===== src/rtl/enc_delta_counter.sv =====
// Quadrature encoder front end: synchronises A/B, decodes signed ticks and
// reports a saturated 16-bit displacement once per sample window.
module enc_delta_counter #(
  parameter int SAMPLE_PERIOD = 50000,
  parameter int SYNC_STAGES   = 2
) (
  input  logic        clk,
  input  logic        rst_n,
  input  logic        enc_a,
  input  logic        enc_b,
  input  logic        en,
  input  logic        clr,
  output logic [15:0] delta,
  output logic        delta_valid,
  output logic        sat,
  output logic        err
);

  localparam int PW           = (SAMPLE_PERIOD > 1) ? $clog2(SAMPLE_PERIOD) : 1;
  localparam int PRIME_CYCLES = SYNC_STAGES + 1;
  localparam int PRW          = $clog2(PRIME_CYCLES + 1);

  localparam logic [PW-1:0]  TERMINAL   = PW'(SAMPLE_PERIOD - 1);
  localparam logic [PRW-1:0] PRIME_LAST = PRW'(PRIME_CYCLES - 1);

  typedef enum logic {
    ST_PRIME,
    ST_RUN
  } state_t;

  state_t state_q, state_d;

  logic [SYNC_STAGES-1:0] sync_a_q, sync_a_d;
  logic [SYNC_STAGES-1:0] sync_b_q, sync_b_d;
  logic [1:0]             s_cur;
  logic [1:0]             prev_q, prev_d;
  logic [PRW-1:0]         prime_q, prime_d;
  logic [PW-1:0]          period_q, period_d;
  logic [15:0]            count_q, count_d;
  logic                   win_sat_q, win_sat_d;
  logic                   win_err_q, win_err_d;
  logic [15:0]            delta_q, delta_d;
  logic                   sat_q, sat_d;
  logic                   err_q, err_d;
  logic                   valid_q, valid_d;

  logic                   step_up;
  logic                   step_dn;
  logic                   illegal;
  logic [16:0]            sum;
  logic                   clip;
  logic [15:0]            clamped;

  always_comb begin
    sync_a_d = {sync_a_q[SYNC_STAGES-2:0], enc_a};
    sync_b_d = {sync_b_q[SYNC_STAGES-2:0], enc_b};
  end

  assign s_cur = {sync_a_q[SYNC_STAGES-1], sync_b_q[SYNC_STAGES-1]};

  // Gray-code decode of the previous/current pair; a double-bit change is
  // not a direction, only an error.
  always_comb begin
    step_up = 1'b0;
    step_dn = 1'b0;
    illegal = 1'b0;
    case ({prev_q, s_cur})
      4'b00_01, 4'b01_11, 4'b11_10, 4'b10_00: step_up = 1'b1;
      4'b00_10, 4'b10_11, 4'b11_01, 4'b01_00: step_dn = 1'b1;
      4'b00_11, 4'b11_00, 4'b01_10, 4'b10_01: illegal = 1'b1;
      default: ;
    endcase
  end

  // Sign-extended 17-bit sum; disagreeing top bits mean the 16-bit range was left.
  always_comb begin
    sum     = {count_q[15], count_q} + {{16{step_dn}}, (step_up | step_dn)};
    clip    = sum[16] ^ sum[15];
    clamped = sum[15:0];
    if (clip) begin
      clamped = sum[16] ? 16'h8000 : 16'h7FFF;
    end
  end

  always_comb begin
    state_d   = state_q;
    prime_d   = prime_q;
    prev_d    = s_cur;
    period_d  = period_q;
    count_d   = count_q;
    win_sat_d = win_sat_q;
    win_err_d = win_err_q;
    delta_d   = delta_q;
    sat_d     = sat_q;
    err_d     = err_q;
    valid_d   = 1'b0;

    case (state_q)
      ST_PRIME: begin
        prime_d = prime_q + PRW'(1);
        if (prime_q == PRIME_LAST) begin
          state_d = ST_RUN;
        end
      end
      ST_RUN: begin
        if (clr) begin
          period_d  = '0;
          count_d   = '0;
          win_sat_d = 1'b0;
          win_err_d = 1'b0;
        end else if (en) begin
          if (period_q == TERMINAL) begin
            delta_d   = clamped;
            sat_d     = win_sat_q | clip;
            err_d     = win_err_q | illegal;
            valid_d   = 1'b1;
            period_d  = '0;
            count_d   = '0;
            win_sat_d = 1'b0;
            win_err_d = 1'b0;
          end else begin
            period_d  = period_q + PW'(1);
            count_d   = clamped;
            win_sat_d = win_sat_q | clip;
            win_err_d = win_err_q | illegal;
          end
        end
      end
      default: state_d = ST_PRIME;
    endcase
  end

  always_ff @(posedge clk or negedge rst_n) begin
    if (!rst_n) begin
      state_q   <= ST_PRIME;
      sync_a_q  <= '0;
      sync_b_q  <= '0;
      prev_q    <= '0;
      prime_q   <= '0;
      period_q  <= '0;
      count_q   <= '0;
      win_sat_q <= 1'b0;
      win_err_q <= 1'b0;
      delta_q   <= '0;
      sat_q     <= 1'b0;
      err_q     <= 1'b0;
      valid_q   <= 1'b0;
    end else begin
      state_q   <= state_d;
      sync_a_q  <= sync_a_d;
      sync_b_q  <= sync_b_d;
      prev_q    <= prev_d;
      prime_q   <= prime_d;
      period_q  <= period_d;
      count_q   <= count_d;
      win_sat_q <= win_sat_d;
      win_err_q <= win_err_d;
      delta_q   <= delta_d;
      sat_q     <= sat_d;
      err_q     <= err_d;
      valid_q   <= valid_d;
    end
  end

  assign delta       = delta_q;
  assign delta_valid = valid_q;
  assign sat         = sat_q;
  assign err         = err_q;

endmodule

===== config.mk =====
export PLATFORM = sky130hd
export DESIGN_NAME = enc_delta_counter
export DESIGN_NICKNAME = d
export VERILOG_FILES = /design/src/rtl/enc_delta_counter.sv
export SDC_FILE = /design/constraint.sdc
export NUM_CORES = 1
export LEC_CHECK = 0
export ABC_CLOCK_PERIOD_IN_PS = 7600
export BUFFER_PORTS_ARGS = -buffer_cell sky130_fd_sc_hd__buf_2
export CAP_MARGIN = 40
export CORE_MARGIN = 4
export CORE_UTILIZATION = 50
export DETAILED_ROUTE_END_ITERATION = 16
export PLACE_DENSITY = 0.69
export SYNTH_ARGS = -nofsm -noshare
export SYNTH_HDL_FRONTEND = slang
export SYNTH_SLANG_ARGS = --single-unit

===== constraint.sdc =====
create_clock -name clk -period 7.6 [get_ports clk]
set_clock_uncertainty 0.1 [all_clocks]
set_input_delay 0.38 -clock clk [delete_from_list [all_inputs] [get_ports clk]]
set_output_delay 0.38 -clock clk [all_outputs]
set_load 0.05 [all_outputs]

==> flow_summary.yaml <==
power_and_ir_drop:
  p_leak_nw: 1.94
  p_per_area_nw_per_um2: 311
  seq_power_share_pct: 31.5
  p_sw_share_pct: 34.3
  intPower_w: 0.000827
  power.switching_w: 0.000432
  p_clk_share_pct: 28.2
  max-vdd-ir-drop_v: 0.000146
  p_comb_share_pct: 40.3
clock_tree:
  clock_latency_ns: 0.34
  cts_tree: "yes"
  clkTransAtPathRegs_ns: 0.07
  cts_setup_buffers: 0
  root_buffer: "clkbuf_8"
  h-tree-depth: 3
  cts_resized: 0
  clock_sinks: 62
  cts_max_path_buffers: 2
  ctsHoldBuffers: 0
  cts_made_buffers: 9
worst_setup_path:
  crit_family: "compound AO/OA/AOI/OAI gates"
  max_stage_delay_ns: 0.46
  cp_max_fo: 17
  endpoint_kind: "flip-flop"
  path_cells: "xnor2_1, nor2_1, buf_4, ha_1, a2111o_1, a21oi_2, o21ai_2, o21ai_4, o22ai_4, maj3_1, mux2_2"
  required_ns: 7.72
  crit_type: "flip-flop to flip-flop"
  critPathArrivalTime_ns: 3.42
  crit_buf_inv: 1
  cp-start-kind: "flip-flop"
  crit_slowest_cell: "a2111o_1"
placed_design:
  gp_congestion: 0.879
  numPortBuffers: 24
  dp.cells: 446
  dpl.hpwl_mm: 4.76
  pre_cts_slack_ns: 4.33
  placed_cell_area_um2: 3810
synth:
  synth_top_area_share_pct: 43.5
  ys.flop_type: "dfrtp_1"
  synth_fp_nets: 357
  ys_warn_count: 0
  ys_seq_area_share_pct: 43.5
  synth_area_leader_cell: "dfrtp_1"
  synthCells: 332
  synth_enable_flop_cells: 0
  synth_area_um2: 3570
  ys_ff_latch: 62
  synth_area_leaders: "dfrtp_1 43%, ha_1 6.3%, mux2_2 4.4%"
  ys_async_sr_fraction_pct: 100
  synth_area_per_cell_um2: 10.7
  ys_types: 58
timing:
  tns_ns: 0
  period_minus_slack_ns: 3.30
  fmax_ghz: 0.303
  period_share_pct: 43.5
  slew_headroom_pct: 49.7
  setup_viol: 0
  maxSlewViolCount: 0
  rsz0062_at_grt: "false"
  hold_viol_final: 0
  tightest_slew_ns: 0.754
  setup_slack_ns: 4.30
detailed_routing:
  wl_mm: 6.88
  firstDrtPassIters: 4
  vias: 2563
  ant_nets: 0
  drc: 0
  via_per_inst: 5.55
  wl_per_cell_um: 14.9
  drt_iter0_markers: 114
layout:
  final_nets: 386
  fin_area_um2: 4050
  utilization_pct: 59.0
  fin_cells: 462
  area_growth_pct: 13.6
  drive_gt1_share_pct: 23.5
  diodes: 0
global_route:
  antenna_found_initial: 0
  track_usage_pct: 17.5
  use_met3_pct: 3.17
  grt_pass1_vias: 2536
  grt_max_degree: 63
  top_usage_layer: "met2"
  grt_pass1_wl_mm: 12.1
  grt_util_met2_pct: 27.7
  globalRouteOverflowTotal: 0
  met1_usage_pct: 23.9
floorplanning:
  rows: 30
  fp.dieW_um: 92.5
  dieArea_um2: 8550
  initial_core_util_pct: 51.9
  io_pins: 25
  core_area_um2: 6870
  die_h_um: 92.5
worst_hold_path:
  hp-class: "input port to flip-flop"
flow_run:
  maxCapViolCount: 0
run_status:
  status: "finished clean"
cell usage after synthesis, types with 2 or more instances:
| cell type | n |
|---|---|
| o21ai_4 | 2 |
| nand2_1 | 37 |
| nor3_1 | 3 |
| nor2_1 | 15 |
| a22o_1 | 16 |
| o21ai_1 | 3 |
| a21oi_2 | 2 |
| dfrtp_1 | 62 |
| and2_1 | 3 |
| nand2b_1 | 4 |
| o21ai_0 | 26 |
| inv_1 | 4 |
| xnor2_1 | 16 |
| o21bai_1 | 3 |
| a21oi_1 | 14 |
| maj3_1 | 3 |
| o211ai_2 | 2 |
| and3_1 | 5 |
| buf_2 | 2 |
| nand4_1 | 4 |
| nand3_1 | 6 |
| maj3_2 | 12 |
| or3_1 | 2 |
| a21o_1 | 3 |
| o21a_1 | 4 |
| ha_1 | 18 |
| xor2_1 | 9 |
| buf_6 | 2 |
| a31oi_1 | 3 |
| clkbuf_1 | 6 |
| mux2_2 | 14 |
area by class of cell:
class	count	area, um^2
sequential	62	1550
timing repair buffer	29	178
fill	587	2820
clock buffer	10	138
clock inverter	6	109
inverter	4	15.0
tap	96	120
multi-input combinational	255	1940
cell usage in the layout (no fill, tap or decap), types with 4 or more instances in the layout:
cell	synthesis	final
dfrtp_1	62	62
nand2_1	37	37
o21ai_0	26	26
buf_2	2	24
ha_1	18	18
xnor2_1	16	16
a22o_1	16	16
nor2_1	15	15
a21oi_1	14	14
mux2_2	14	14
maj3_2	12	12
clkbuf_8	0	10
xor2_1	9	9
nand3_1	6	6
and3_1	5	5
inv_1	4	4
nand2b_1	4	4
o21a_1	4	4
nand4_1	4	4
buf_4	1	4
sequential cells by signal, summed over array words and instances, names as in the netlist:
signal and flops:
err 1, sync_a_q 2, prime_q 2, sync_b_q 2
win_sat_q 1, state_q 1, win_err_q 1, delta 16
count_q 16, period_q 16, prev_q 2, delta_valid 1
sat 1
power by group through the flow:
stage                     combinational [W]  clock (W)  sequential (W)
after floorplan                    0.000432          0        0.000395
after global placement             0.000500          0        0.000403
after detailed placement           0.000508          0        0.000402
after CTS                          0.000511   0.000364        0.000397
after global routing               0.000561   0.000377        0.000402
final                              0.000508   0.000354        0.000397
per-stage QoR:
| step | hold WS [ns] | total power, W |
|---|---|---|
| 2_1_floorplan | -0.0156 | 0.000827 |
| 3_3_place_gp | 0.236 | 0.000903 |
| 3_5_place_dp | 0.235 | 0.000910 |
| 4_1_cts | 0.0347 | 0.00127 |
| 5_1_grt | 0.0392 | 0.00134 |
| 6_report | 0.0496 | 0.00126 |
logic make-up (layout without fill, tap and decap cells):
family                   after synthesis  after routing  share of synthesized area [%]
AO/OA/AOI/OAI                         93             93                           19.5
XOR/XNOR                              26             26                           6.91
adder cells (fa/ha/maj)               34             34                           11.5
buffers and inverters                 15             49                           2.17
flip-flops                            62             62                           43.5
multiplexers                          15             15                           4.70
AND/OR/NAND/NOR                       87             87                           11.7
metal layers:
layer	wire [um]	vias to the layer above
met5	0	-
met4	113	0
met3	203	10
met2	3180	42
met1	3380	1236
li1	-	1275
worst paths after layout:
path,startpoint,endpoint,slack [ns],cells after the start
max in group asynchronous,rst_n,count_q[7],6.80,2
worst min-delay path,enc_a,sync_a_q[0],0.05,1
min in group asynchronous,rst_n,period_q[15],0.09,2
worst max register to register,sync_a_q[1],delta[4],4.30,11
worst max-delay path,sync_a_q[1],delta[4],4.30,11
worst min register to register,sync_a_q[0],sync_a_q[1],0.25,0
Note: power is estimated with default switching activity, not from simulation.
